==> src/rtl/present_encrypt_ctrl_pkg.sv <==
// Shared constants and state encoding for the PRESENT encryption controller.
package present_pkg;

    localparam int DATA_W     = 64;
    localparam int KEY_W      = 80;
    localparam int ROUNDS_DEF = 31;

    typedef enum logic [1:0] {
        IDLE = 2'd0,
        LOAD = 2'd1,
        RUN  = 2'd2,
        HOLD = 2'd3
    } ctrlState_e;

endpackage

==> src/rtl/present_encrypt_ctrl.sv <==
// Sequencing controller for an external PRESENT core: latches a request,
// loads the core, times its rounds, repeats on request and holds the result.
module present_encrypt_ctrl
    import present_pkg::*;
#(
    parameter int ROUNDS = ROUNDS_DEF,
    parameter int REP_W  = 8
) (
    input  logic              clk,
    input  logic              rst_n,
    input  logic              in_valid,
    output logic              in_ready,
    input  logic [DATA_W-1:0] in_pt,
    input  logic [KEY_W-1:0]  in_key,
    input  logic [REP_W-1:0]  in_reps,
    output logic              out_valid,
    input  logic              out_ready,
    output logic [DATA_W-1:0] out_ct,
    output logic [DATA_W-1:0] core_idat,
    output logic [KEY_W-1:0]  core_key,
    output logic              core_load,
    input  logic [DATA_W-1:0] core_odat,
    input  logic              core_done,
    output logic              trig,
    output logic              busy,
    output logic              err
);

    localparam int CNT_W = (ROUNDS < 1) ? 1 : $clog2(ROUNDS + 1);
    localparam logic [CNT_W-1:0] LAST_CNT = CNT_W'(ROUNDS);
    localparam logic [REP_W-1:0] ONE_REP  = REP_W'(1);

    ctrlState_e        state_q;
    logic [CNT_W-1:0]  cnt_q;
    logic [REP_W-1:0]  repsLeft_q;
    logic [DATA_W-1:0] pt_q;
    logic [KEY_W-1:0]  key_q;
    logic [DATA_W-1:0] ct_q;
    logic              err_q;
    logic              inReady_q;
    logic              outValid_q;
    logic              coreLoad_q;
    logic              trig_q;
    logic              busy_q;
    logic [REP_W-1:0]  repsIn_d;

    // A zero repetition request still runs the cipher once.
    always_comb begin
        repsIn_d = (in_reps == '0) ? ONE_REP : in_reps;
    end

    // Controller FSM; every output is registered alongside the state change.
    always_ff @(posedge clk) begin
        if (!rst_n) begin
            state_q    <= IDLE;
            cnt_q      <= '0;
            repsLeft_q <= '0;
            pt_q       <= '0;
            key_q      <= '0;
            ct_q       <= '0;
            err_q      <= 1'b0;
            inReady_q  <= 1'b1;
            outValid_q <= 1'b0;
            coreLoad_q <= 1'b0;
            trig_q     <= 1'b0;
            busy_q     <= 1'b0;
        end else begin
            case (state_q)
                IDLE: begin
                    if (in_valid) begin
                        pt_q       <= in_pt;
                        key_q      <= in_key;
                        repsLeft_q <= repsIn_d;
                        state_q    <= LOAD;
                        inReady_q  <= 1'b0;
                        coreLoad_q <= 1'b1;
                        busy_q     <= 1'b1;
                    end
                end
                LOAD: begin
                    state_q    <= RUN;
                    cnt_q      <= '0;
                    coreLoad_q <= 1'b0;
                    trig_q     <= 1'b1;
                end
                RUN: begin
                    if (cnt_q == LAST_CNT) begin
                        if (!core_done) begin
                            err_q <= 1'b1;
                        end
                        trig_q <= 1'b0;
                        if (repsLeft_q > ONE_REP) begin
                            repsLeft_q <= repsLeft_q - ONE_REP;
                            state_q    <= LOAD;
                            coreLoad_q <= 1'b1;
                        end else begin
                            repsLeft_q <= '0;
                            ct_q       <= core_odat;
                            state_q    <= HOLD;
                            outValid_q <= 1'b1;
                        end
                    end else begin
                        if (core_done) begin
                            err_q <= 1'b1;
                        end
                        cnt_q <= cnt_q + 1'b1;
                    end
                end
                HOLD: begin
                    if (out_ready) begin
                        state_q    <= IDLE;
                        outValid_q <= 1'b0;
                        inReady_q  <= 1'b1;
                        busy_q     <= 1'b0;
                    end
                end
                default: begin
                    state_q <= IDLE;
                end
            endcase
        end
    end

    assign in_ready  = inReady_q;
    assign out_valid = outValid_q;
    assign out_ct    = ct_q;
    assign core_idat = pt_q;
    assign core_key  = key_q;
    assign core_load = coreLoad_q;
    assign trig      = trig_q;
    assign busy      = busy_q;
    assign err       = err_q;

endmodule

==> config.mk <==
export PLATFORM = sky130hd
export DESIGN_NAME = present_encrypt_ctrl
export DESIGN_NICKNAME = d
export VERILOG_FILES = /design/src/rtl/present_encrypt_ctrl_pkg.sv /design/src/rtl/present_encrypt_ctrl.sv
export SDC_FILE = /design/constraint.sdc
export NUM_CORES = 1
export LEC_CHECK = 0
export ABC_AREA = 1
export BUFFER_PORTS_ARGS = -buffer_cell sky130_fd_sc_hd__buf_4
export CAP_MARGIN = 20
export CORE_AREA = 3 3 168 170
export CTS_CLUSTER_SIZE = 30
export DETAILED_ROUTE_END_ITERATION = 10
export DIE_AREA = 0 0 171 173
export PLACE_DENSITY = 0.59
export SLEW_MARGIN = 30
export SYNTH_ARGS = -nofsm -noshare
export SYNTH_HDL_FRONTEND = slang
export SYNTH_SLANG_ARGS = --single-unit
==> constraint.sdc <==
create_clock -name clk -period 2.2 [get_ports clk]
set_clock_uncertainty 0.05 [all_clocks]
set_input_delay 0 -clock clk [delete_from_list [all_inputs] [get_ports clk]]
set_output_delay 0 -clock clk [all_outputs]
set_load 0.005 [all_outputs]
[After elaboration in Yosys (flattened, before gate mapping)]
Cells that the tools add are included.
Storage, ports and cells
  bits in registers: 229
  input port bits: 221
  output and inout port bits: 214
Cells by class
  add/subtract/negate cells: 2
  order comparisons: 1
  equality and inequality tests: 11
  muxes and demuxes: 29
  bitwise gates (word level): 1
  reduce and logical (&&, ||, !) cells: 18
Operator list (number)
  2-to-1 mux 8 bit: 4
  one-hot mux 8 bit (2 select lines): 1
  AND reduction 3 bit: 5
  != test 2 bit, second input constant: 7
  2-to-1 mux 1 bit: 12
  one-hot mux 5 bit (2 select lines): 1
  nonzero test 2 bit: 5
  greater-than comparator 8 x 1 -> 1 bit, second input constant: 1
  logical NOT 8 bit: 1
  2-to-1 mux 2 bit: 4
  one-hot mux 1 bit (2 select lines): 4
  one-hot mux 2 bit (4 select lines): 1
  AND reduction 4 bit: 2
  subtractor 8 x 1 -> 8 bit, second input constant: 1
  AND reduction 2 bit: 3
  adder 5 x 1 -> 5 bit, second input constant: 1
  equality test 5 bit, second input constant: 1
  2-to-1 mux 5 bit: 1
  equality test 2 bit, second input constant: 2
  one-hot mux 1 bit (3 select lines): 1
  nonzero test 3 bit: 1
  equality test 2 x 1 -> 1 bit, second input constant: 1
  logical NOT 2 bit: 1
  inverter 1 bit: 1

[Depth between registers and ports, before layout]
Gate-level depths: netlist of run 1.
  depth after elaboration: 4
  gate-level depth with buffers: 11

[Worst setup path after synthesis of run 1]
Ideal clock, no wire load.
  kind: reg2reg
  from: register cnt_q[0]
  to: register ct_q[53], in the netlist out_ct[53]
  arrival: 1470 ps
  required time: 2032 ps
  slack: 563 ps
  cell stages (with the launch flop): 10
  path buffers: 2
  clock period less this slack: 1637 ps
  cells stage by stage: dfxtp_1 -> ha_1 -> inv_1 -> nor3_1 -> ha_1 -> nand3_2 -> buf_6 -> buf_6 -> o21ai_1 -> a21oi_2
Between the ends
  longest elaborated chain between the ends: 2
RTL lines
  from (decl): line present_encrypt_ctrl.sv:34  | logic [CNT_W-1:0] cnt_q;
  from (signal assigned): line present_encrypt_ctrl.sv:106  | cnt_q <= cnt_q + 1'b1;
  equality test 5 bit: line present_encrypt_ctrl.sv:87  | if (cnt_q == LAST_CNT) begin
  AND reduction 3 bit (no source line)
  to (signal assigned): line present_encrypt_ctrl.sv:98  | ct_q <= core_odat;
  to (decl): line present_encrypt_ctrl.sv:38  | logic [DATA_W-1:0] ct_q;
Every way passes these cells.
A chain may end at the register's enable or synchronous reset.

[Worst setup path after layout of run 1]
  from: register state_q[0]
  to: register pt_q[17], in the netlist core_idat[17]
Between the ends
  longest elaborated chain between the ends: 2
RTL lines
  from (decl): line present_encrypt_ctrl.sv:33  | ctrlState_e state_q;
  from (signal assigned): line present_encrypt_ctrl.sv:55  | state_q <= IDLE;
  from (signal assigned): line present_encrypt_ctrl.sv:74  | state_q <= LOAD;
  from (signal assigned): line present_encrypt_ctrl.sv:81  | state_q <= RUN;
  logical NOT 2 bit: line present_encrypt_ctrl.sv:68  | case (state_q)
  AND reduction 2 bit (no source line)
  to (signal assigned): line present_encrypt_ctrl.sv:71  | pt_q <= in_pt;
  to (decl): line present_encrypt_ctrl.sv:36  | logic [DATA_W-1:0] pt_q;
Every way passes these cells.

==> results of run 1 <==
state kept, by name, indices dropped and copies added (netlist names):
register and count:
core_idat 64, out_valid 1, state_q 2, out_ct 64, repsLeft_q 8, trig 1
err 1, core_key 80, cnt_q 5, core_load 1, busy 1, in_ready 1
cell families (layout without fill, tap and decap cells):
| logic type | Yosys count | after routing | share of synthesized area (%) |
|---|---|---|---|
| compound gates | 309 | 309 | 18.77 |
| xor+xnor | 3 | 3 | 0.3102 |
| other cells | 0 | 1 | 0 |
| buf+inv | 168 | 835 | 9.039 |
| flops | 229 | 229 | 54.11 |
| simple gates | 374 | 374 | 17.18 |
| fa+ha+maj | 4 | 4 | 0.5908 |
final cells by class:
cell class | instances | share of cell area [%]
sequential | 229 | 30.06
timing repair buffer | 691 | 38.46
antenna | 1 | 0.01641
clock inverter | 8 | 0.4430
multi-input combinational | 690 | 20.64
tap | 341 | 2.797
inverter | 97 | 2.404
clock buffer | 39 | 5.185
path summary, 6_finish.rpt:
check | start | to | cells past startpoint
setup / recovery | state_q[0] | core_idat[17] | 6
hold / removal | in_key[10] | core_key[10] | 4
setup reg to reg | state_q[0] | core_idat[17] | 6
hold reg to reg | out_ct[52] | out_ct[52] | 2
worst min-delay path: cells and delay by family:
family                 cells  cell delay [ns]
AOI/OAI and AO/OA          1             0.07
buffers and inverters      2             0.61
and+or+nand+nor            1             0.07
power by group through the flow:
stage / clock network [mW] / registers (mW) / logic (mW)
finish: 4.29 / 4.68 / 2.26
global route: 4.61 / 4.72 / 2.48
global placement: 0 / 4.75 / 1.85
floorplan: 0 / 4.77 / 0.809
CTS: 4.45 / 4.67 / 2.24
detailed placement: 0 / 4.76 / 1.86
cells in the mapped netlist:
master	number	area share (%)
sky130_fd_sc_hd__nor2_1	308	14
sky130_fd_sc_hd__dfxtp_1	229	54
sky130_fd_sc_hd__o21ai_0	164	9.7
sky130_fd_sc_hd__inv_1	94	4.2
sky130_fd_sc_hd__a21oi_1	69	4.1
sky130_fd_sc_hd__o21ai_1	61	3.6
sky130_fd_sc_hd__nand2_1	46	2.0
sky130_fd_sc_hd__clkbuf_1	33	1.5
sky130_fd_sc_hd__buf_2	19	1.1
sky130_fd_sc_hd__buf_6	12	1.6
sky130_fd_sc_hd__nand3_1	12	0.71
sky130_fd_sc_hd__a21oi_2	9	0.93
sky130_fd_sc_hd__buf_4	5	0.44
sky130_fd_sc_hd__a31oi_1	4	0.30
sky130_fd_sc_hd__ha_1	4	0.59
sky130_fd_sc_hd__inv_2	3	0.13
sky130_fd_sc_hd__nor2_4	3	0.40
sky130_fd_sc_hd__clkbuf_2	2	0.12
sky130_fd_sc_hd__nor3_1	2	0.12
sky130_fd_sc_hd__xor2_1	2	0.21
sky130_fd_sc_hd__nand2_2	1	0.074
sky130_fd_sc_hd__nand3_2	1	0.12
sky130_fd_sc_hd__nand4_1	1	0.074
sky130_fd_sc_hd__o21a_1	1	0.089
sky130_fd_sc_hd__o21bai_1	1	0.089
sky130_fd_sc_hd__xnor2_1	1	0.10
metal layers:
layer | up-vias | GRT usage (%) | part of all wire (%)
met5 | - | 0 | 0
met2 | 357 | 36.11 | 50
met4 | 0 | 8.551 | 4.3
met1 | 4358 | 22.30 | 38
met3 | 86 | 4.984 | 7.2
li1 | 4772 | - | -
cell usage in the layout, fill, tap and decap left out, drive strengths merged, types with 2 or more instances in the layout:
| master | netlist | layout |
|---|---|---|
| buf | 36 | 450 |
| nor2 | 311 | 311 |
| dlygate4sd3 | 0 | 241 |
| dfxtp | 229 | 229 |
| o21ai | 225 | 225 |
| inv | 97 | 97 |
| a21oi | 78 | 78 |
| nand2 | 47 | 47 |
| clkbuf | 35 | 39 |
| nand3 | 13 | 13 |
| clkinv | 0 | 6 |
| a31oi | 4 | 4 |
| ha | 4 | 4 |
| nor3 | 2 | 2 |
| xor2 | 2 | 2 |
repair_timing:
action / 4_1_cts / 5_1_grt
setup endpoints to repair: 0 / 13
endpoints found under the hold margin: 225 / 0
hold buffers: 241 / 0
resized for setup: 0 / 2
==> impl_metrics.xml, run 1 <==
<?xml version="1.0" encoding="UTF-8"?>
<metrics>
  <group name="place">
    <metric name="setup_slack_placement" unit="ns">0.3581</metric>
    <metric name="post_place_cells" unit="">1807</metric>
    <metric name="port_buffers" unit="">434</metric>
    <metric name="placed_cell_area" unit="um^2">11970</metric>
    <metric name="globalplace.congestion" unit="">0.8148</metric>
    <metric name="detailedPlacementHpwl" unit="um">20230</metric>
  </group>
  <group name="global_route">
    <metric name="global_route.overflow_total" unit="">0</metric>
    <metric name="wire_length_of_the_first_global_routing_pass" unit="um">48730</metric>
    <metric name="pin_count_of_the_biggest_net_entering_global_routing" unit="">82</metric>
    <metric name="grt.total_usage" unit="%">20.08</metric>
    <metric name="antenna_violations_before_repair" unit="">1</metric>
    <metric name="number_of_global_route_vias_before_repair" unit="">9489</metric>
  </group>
  <group name="cells_and_area">
    <metric name="drive_gt1_share" unit="%">29.13</metric>
    <metric name="area_occupied_by_multi_input_gates" unit="um^2">3148</metric>
    <metric name="final_cell_utilization_of_the_core" unit="%">56.75</metric>
    <metric name="areaGrowthSynthToFinish" unit="%">80.03</metric>
    <metric name="nNetsFinal" unit="">1960</metric>
    <metric name="finalNonFillerCells" unit="">2096</metric>
    <metric name="seq_area" unit="um^2">4584</metric>
    <metric name="final_area" unit="um^2">15250</metric>
    <metric name="fillers" unit="">2342</metric>
  </group>
  <group name="setup_path">
    <metric name="max_stage_delay" unit="ns">0.61</metric>
    <metric name="critical_path.startpoint_type" unit="">register</metric>
    <metric name="setup.reg_to_reg.worst_slack" unit="ns">0.10</metric>
    <metric name="critPathMaxFanout" unit="">38</metric>
    <metric name="critPathCaptureType" unit="">register</metric>
    <metric name="timing.critical_path.required" unit="ns">2.56</metric>
    <metric name="critical_path_class" unit="">reg -&gt; reg</metric>
    <metric name="crit_path_top_delay_cell" unit="">sky130_fd_sc_hd__dlygate4sd3_1</metric>
    <metric name="crit_family" unit="">buffers and inverters</metric>
    <metric name="worst_path_buffer_plus_inverter_count" unit="">2</metric>
    <metric name="worstPathCellList" unit="">nor2_2, nand2_8, buf_4, o21ai_0, dlygate4sd3_1, nor2_1</metric>
    <metric name="critPathArrivalTime" unit="ns">2.45</metric>
  </group>
  <group name="clock_network">
    <metric name="tritoncts" unit="">built</metric>
    <metric name="clock_tree.buffer_depth" unit="">3</metric>
    <metric name="root_buffer" unit="">sky130_fd_sc_hd__clkbuf_16</metric>
    <metric name="clk-insertion-delay-late" unit="ns">0.52</metric>
    <metric name="cts_post_setup_buffers_inserted" unit="">0</metric>
    <metric name="worst_setup_hold_path_clk_slew" unit="ns">0.06</metric>
    <metric name="cts_num_sinks" unit="">229</metric>
    <metric name="cts-htree-levels" unit="">1</metric>
    <metric name="cts_inserted_buffers" unit="">26</metric>
  </group>
  <group name="sta">
    <metric name="hold_ws" unit="ns">0.2177</metric>
    <metric name="timing.final.setup_violations" unit="">0</metric>
    <metric name="final-hold-violation-count" unit="">0</metric>
    <metric name="fin_tns_setup" unit="ns">0</metric>
    <metric name="timing.final.crit_period" unit="ns">2.098</metric>
    <metric name="final_min_period_over_clock_period" unit="%">95.37</metric>
    <metric name="slew_viol_final" unit="">0</metric>
    <metric name="setup_slack" unit="ns">0.1018</metric>
    <metric name="slew_headroom" unit="%">71.47</metric>
    <metric name="maxClockFrequency" unit="MHz">476.6</metric>
    <metric name="worstMarginPinSlew" unit="ns">0.4280</metric>
  </group>
  <group name="route">
    <metric name="drcViolationCount" unit="">0</metric>
    <metric name="wire_per_inst" unit="um">15.08</metric>
    <metric name="route.vias.total" unit="">9573</metric>
    <metric name="route.antenna.remaining_nets" unit="">0</metric>
    <metric name="starting_drc_count_in_detailed_routing" unit="">361</metric>
    <metric name="post_drt_via_cell_ratio" unit="">4.567</metric>
    <metric name="routed_wirelength" unit="um">31610</metric>
    <metric name="drt-pass1-iter-count" unit="">5</metric>
  </group>
  <group name="floorplanning">
    <metric name="die_height" unit="um">173</metric>
    <metric name="die_area" unit="um^2">29580</metric>
    <metric name="floorplan.rows" unit="">60</metric>
    <metric name="top_level_pins" unit="">435</metric>
    <metric name="floorplan.initialDensity" unit="%">31.52</metric>
    <metric name="dieWidth" unit="um">171</metric>
    <metric name="core_area" unit="um^2">26880</metric>
  </group>
  <group name="logic_synthesis">
    <metric name="syn_area" unit="um^2">8472</metric>
    <metric name="ys_ff_latch" unit="">229</metric>
    <metric name="netlist_instances" unit="">1087</metric>
    <metric name="synth_fp_nets" unit="">1312</metric>
    <metric name="synth_cell_types" unit="">26</metric>
    <metric name="ys_warn_count" unit="">0</metric>
    <metric name="avgSynthCellArea" unit="um^2">7.794</metric>
    <metric name="synth.yosys.seq_area_share" unit="%">54.11</metric>
  </group>
  <group name="run">
    <metric name="drv.max_cap_violation_count" unit="">0</metric>
  </group>
  <group name="pwr">
    <metric name="power_density" unit="nW/um^2">736.1</metric>
    <metric name="p_leak" unit="nW">6.887</metric>
    <metric name="power.ir.vdd_worst" unit="uV">601.2</metric>
    <metric name="internal_power" unit="mW">8.298</metric>
    <metric name="share_seq_of_total_power" unit="%">41.7</metric>
    <metric name="power_switching" unit="mW">2.930</metric>
    <metric name="p_comb_share" unit="%">20.1</metric>
    <metric name="clock_network_fraction_of_design_power" unit="%">38.2</metric>
    <metric name="finalPower" unit="mW">11.23</metric>
    <metric name="switching_share" unit="%">26.09</metric>
  </group>
  <group name="run_status">
    <metric name="outcome" unit="">complete, no violations</metric>
  </group>
  <group name="hold_path">
    <metric name="worst_hold_path_type" unit="">in -&gt; reg</metric>
  </group>
</metrics>
Note: power is estimated with default switching activity, not from simulation.
==> run 2: changes to the inputs <==
--- a/config.mk
+++ b/config.mk
@@ -10,7 +10,7 @@
 export CAP_MARGIN = 20
-export CORE_AREA = 3 3 168 170
+export CORE_MARGIN = 3
+export CORE_UTILIZATION = 30
 export CTS_CLUSTER_SIZE = 30
 export DETAILED_ROUTE_END_ITERATION = 10
-export DIE_AREA = 0 0 171 173
-export PLACE_DENSITY = 0.59
+export PLACE_DENSITY = 0.57
 export SLEW_MARGIN = 30
==> constraint.sdc (replaced) <==
create_clock -name clk -period 2.2 [get_ports clk]
set_clock_uncertainty 0.05 [all_clocks]
set_input_delay 0.44 -clock clk [delete_from_list [all_inputs] [get_ports clk]]
set_output_delay 0.44 -clock clk [all_outputs]
set_load 0.005 [all_outputs]
==> run 2 against run 1 <==
Maximum frequency increased by 7.8%. Utilization decreased by 9.6 points. Cell area decreased by 15%. Combinational power decreased by 19%. Hold slack got worse by 0.11 ns. Register-to-register slack improved by 0.15 ns. Final cell count decreased by 10%. Global-route usage decreased by 2.9 points. Critical path type unchanged. Critical endpoint is now out_ct[62].
==> impl_metrics.xml, run 2 (same netlist as run 1, synthesis figures left out) <==
<?xml version="1.0" encoding="UTF-8"?>
<metrics>
  <group name="run_status">
    <metric name="outcome" unit="">complete, no violations</metric>
  </group>
  <group name="sta">
    <metric name="grt_setup_unrepaired" unit="">no</metric>
    <metric name="slew_viol_final" unit="">0</metric>
    <metric name="setup_slack" unit="ns">0.2541</metric>
    <metric name="timing.final.setup_violations" unit="">0</metric>
    <metric name="worstMarginPinSlew" unit="ns">0.4351</metric>
    <metric name="fin_tns_setup" unit="ns">0</metric>
    <metric name="final_min_period_over_clock_period" unit="%">88.45</metric>
    <metric name="maxClockFrequency" unit="MHz">513.9</metric>
    <metric name="slew_headroom" unit="%">70.99</metric>
    <metric name="timing.final.crit_period" unit="ns">1.946</metric>
    <metric name="final-hold-violation-count" unit="">0</metric>
  </group>
  <group name="pwr">
    <metric name="clock_network_fraction_of_design_power" unit="%">40.3</metric>
    <metric name="finalPower" unit="mW">10.87</metric>
    <metric name="internal_power" unit="mW">8.124</metric>
    <metric name="share_seq_of_total_power" unit="%">43.0</metric>
    <metric name="p_leak" unit="nW">5.886</metric>
    <metric name="power.ir.vdd_worst" unit="uV">443.5</metric>
    <metric name="power_switching" unit="mW">2.744</metric>
    <metric name="power_density" unit="nW/um^2">843.2</metric>
    <metric name="p_comb_share" unit="%">16.8</metric>
    <metric name="switching_share" unit="%">25.25</metric>
  </group>
  <group name="setup_path">
    <metric name="timing.critical_path.required" unit="ns">2.60</metric>
    <metric name="critPathCaptureType" unit="">register</metric>
    <metric name="critPathArrivalTime" unit="ns">2.35</metric>
    <metric name="critical_path.startpoint_type" unit="">register</metric>
    <metric name="critical_path_class" unit="">reg -&gt; reg</metric>
    <metric name="critPathMaxFanout" unit="">16</metric>
    <metric name="r2r_depth" unit="">8</metric>
  </group>
  <group name="route">
    <metric name="route.antenna.remaining_nets" unit="">0</metric>
    <metric name="post_drt_via_cell_ratio" unit="">4.393</metric>
    <metric name="drcViolationCount" unit="">0</metric>
    <metric name="drt-pass1-iter-count" unit="">4</metric>
    <metric name="starting_drc_count_in_detailed_routing" unit="">409</metric>
    <metric name="route.vias.total" unit="">8263</metric>
    <metric name="routed_wirelength" unit="um">27690</metric>
    <metric name="wire_per_inst" unit="um">14.72</metric>
  </group>
  <group name="floorplanning">
    <metric name="top_level_pins" unit="">435</metric>
    <metric name="floorplan.rows" unit="">60</metric>
    <metric name="die_area" unit="um^2">30290</metric>
    <metric name="die_height" unit="um">174.0</metric>
    <metric name="floorplan.initialDensity" unit="%">31.00</metric>
    <metric name="core_area" unit="um^2">27330</metric>
    <metric name="dieWidth" unit="um">174.0</metric>
  </group>
  <group name="clock_network">
    <metric name="post_cts.resized_instances" unit="">0</metric>
    <metric name="root_buffer" unit="">sky130_fd_sc_hd__clkbuf_16</metric>
    <metric name="ctsHoldBuffers" unit="">0</metric>
    <metric name="clock_tree.buffer_depth" unit="">3</metric>
    <metric name="clk-insertion-delay-late" unit="ns">0.51</metric>
    <metric name="cts_post_setup_buffers_inserted" unit="">0</metric>
    <metric name="tritoncts" unit="">built</metric>
    <metric name="cts_inserted_buffers" unit="">27</metric>
    <metric name="cts_num_sinks" unit="">229</metric>
    <metric name="worst_setup_hold_path_clk_slew" unit="ns">0.06</metric>
    <metric name="cts-htree-levels" unit="">1</metric>
  </group>
  <group name="cells_and_area">
    <metric name="max_ffs_per_register" unit="">80</metric>
    <metric name="areaGrowthSynthToFinish" unit="%">52.13</metric>
    <metric name="layout.cells.most_common" unit="">sky130_fd_sc_hd__buf_4</metric>
    <metric name="fillers" unit="">2777</metric>
    <metric name="insertedDiodeCount" unit="">0</metric>
    <metric name="seq_area" unit="um^2">4584</metric>
    <metric name="drive_gt1_share" unit="%">33.20</metric>
    <metric name="layout_common_cells" unit="">sky130_fd_sc_hd__buf_4, sky130_fd_sc_hd__nor2_1, sky130_fd_sc_hd__dfxtp_1</metric>
    <metric name="nNetsFinal" unit="">1716</metric>
    <metric name="area_occupied_by_multi_input_gates" unit="um^2">3137</metric>
  </group>
  <group name="place">
    <metric name="detailedPlacementHpwl" unit="um">20130</metric>
    <metric name="port_buffers" unit="">434</metric>
    <metric name="setup_slack_placement" unit="ns">0.2560</metric>
    <metric name="globalplace.congestion" unit="">0.7854</metric>
  </group>
  <group name="hold_path">
    <metric name="worstHoldPathCells" unit="">3</metric>
    <metric name="worst_hold_path_type" unit="">in -&gt; reg</metric>
  </group>
  <group name="global_route">
    <metric name="grt.total_usage" unit="%">17.23</metric>
    <metric name="global_route.overflow_total" unit="">0</metric>
    <metric name="number_of_global_route_vias_before_repair" unit="">7817</metric>
    <metric name="antenna_violations_before_repair" unit="">0</metric>
    <metric name="pin_count_of_the_biggest_net_entering_global_routing" unit="">105</metric>
    <metric name="wire_length_of_the_first_global_routing_pass" unit="um">43060</metric>
  </group>
  <group name="run">
    <metric name="drv.max_cap_violation_count" unit="">0</metric>
  </group>
</metrics>
-- run 2: final timing paths --
kind | slack (ns) | to | start
setup / recovery | 0.25 | out_ct[62] | cnt_q[0]
hold / removal | 0.11 | core_key[38] | in_key[38]
setup reg to reg | 0.25 | out_ct[62] | cnt_q[0]
hold reg to reg | 0.39 | out_ct[8] | out_ct[8]
-- run 2: routing by layer --
layer | vias up | GRT usage, % | part of all wire, %
met3 | 62 | 6.138 | 8.7
met5 | - | 0 | 0
met4 | 0 | 6.669 | 4.1
met2 | 282 | 28.66 | 46
li1 | 4284 | - | -
met1 | 3635 | 20.37 | 41
-- run 2: cell type report --
class                   instances  share of cell area (%)
flip-flops and latches        229                   35.57
repair buffers                446                   26.85
multi-input cells             690                   24.34
clock buffers                  44                   6.281
well taps                     372                   3.611
inverters                      97                   2.844
clock inverters                 3                  0.5048
-- run 2: stage by stage --
step	area (um^2)	hold slack, ns	std cells	utilization (%)
floorplan	8472	0.3902	1087	-
global placement	12010	0.3809	1834	43.97
detailed placement	12010	0.3860	1834	43.97
CTS	12890	0.07890	1881	47.17
global route	12890	0.08839	1881	47.17
finish	12890	0.1127	1881	47.17
-- run 2: power by group through the flow --
stage | combinational (mW) | sequential, mW | clock, mW
after floorplan | 0.809 | 4.77 | 0
after global placement | 1.84 | 4.75 | 0
after detailed placement | 1.85 | 4.76 | 0
after CTS | 1.86 | 4.67 | 4.53
after global routing | 2.05 | 4.71 | 4.70
final | 1.82 | 4.67 | 4.38
-- run 2: worst max-delay path: stages (launching register included) --
cell and delay, ns:
sky130_fd_sc_hd__dfxtp_1 0.36, sky130_fd_sc_hd__ha_1 0.17, sky130_fd_sc_hd__inv_1 0.05, sky130_fd_sc_hd__nor3_1 0.13, sky130_fd_sc_hd__ha_1 0.30, sky130_fd_sc_hd__nand3_4 0.26, sky130_fd_sc_hd__buf_4 0.29, sky130_fd_sc_hd__buf_4 0.15
sky130_fd_sc_hd__a21oi_2 0.12
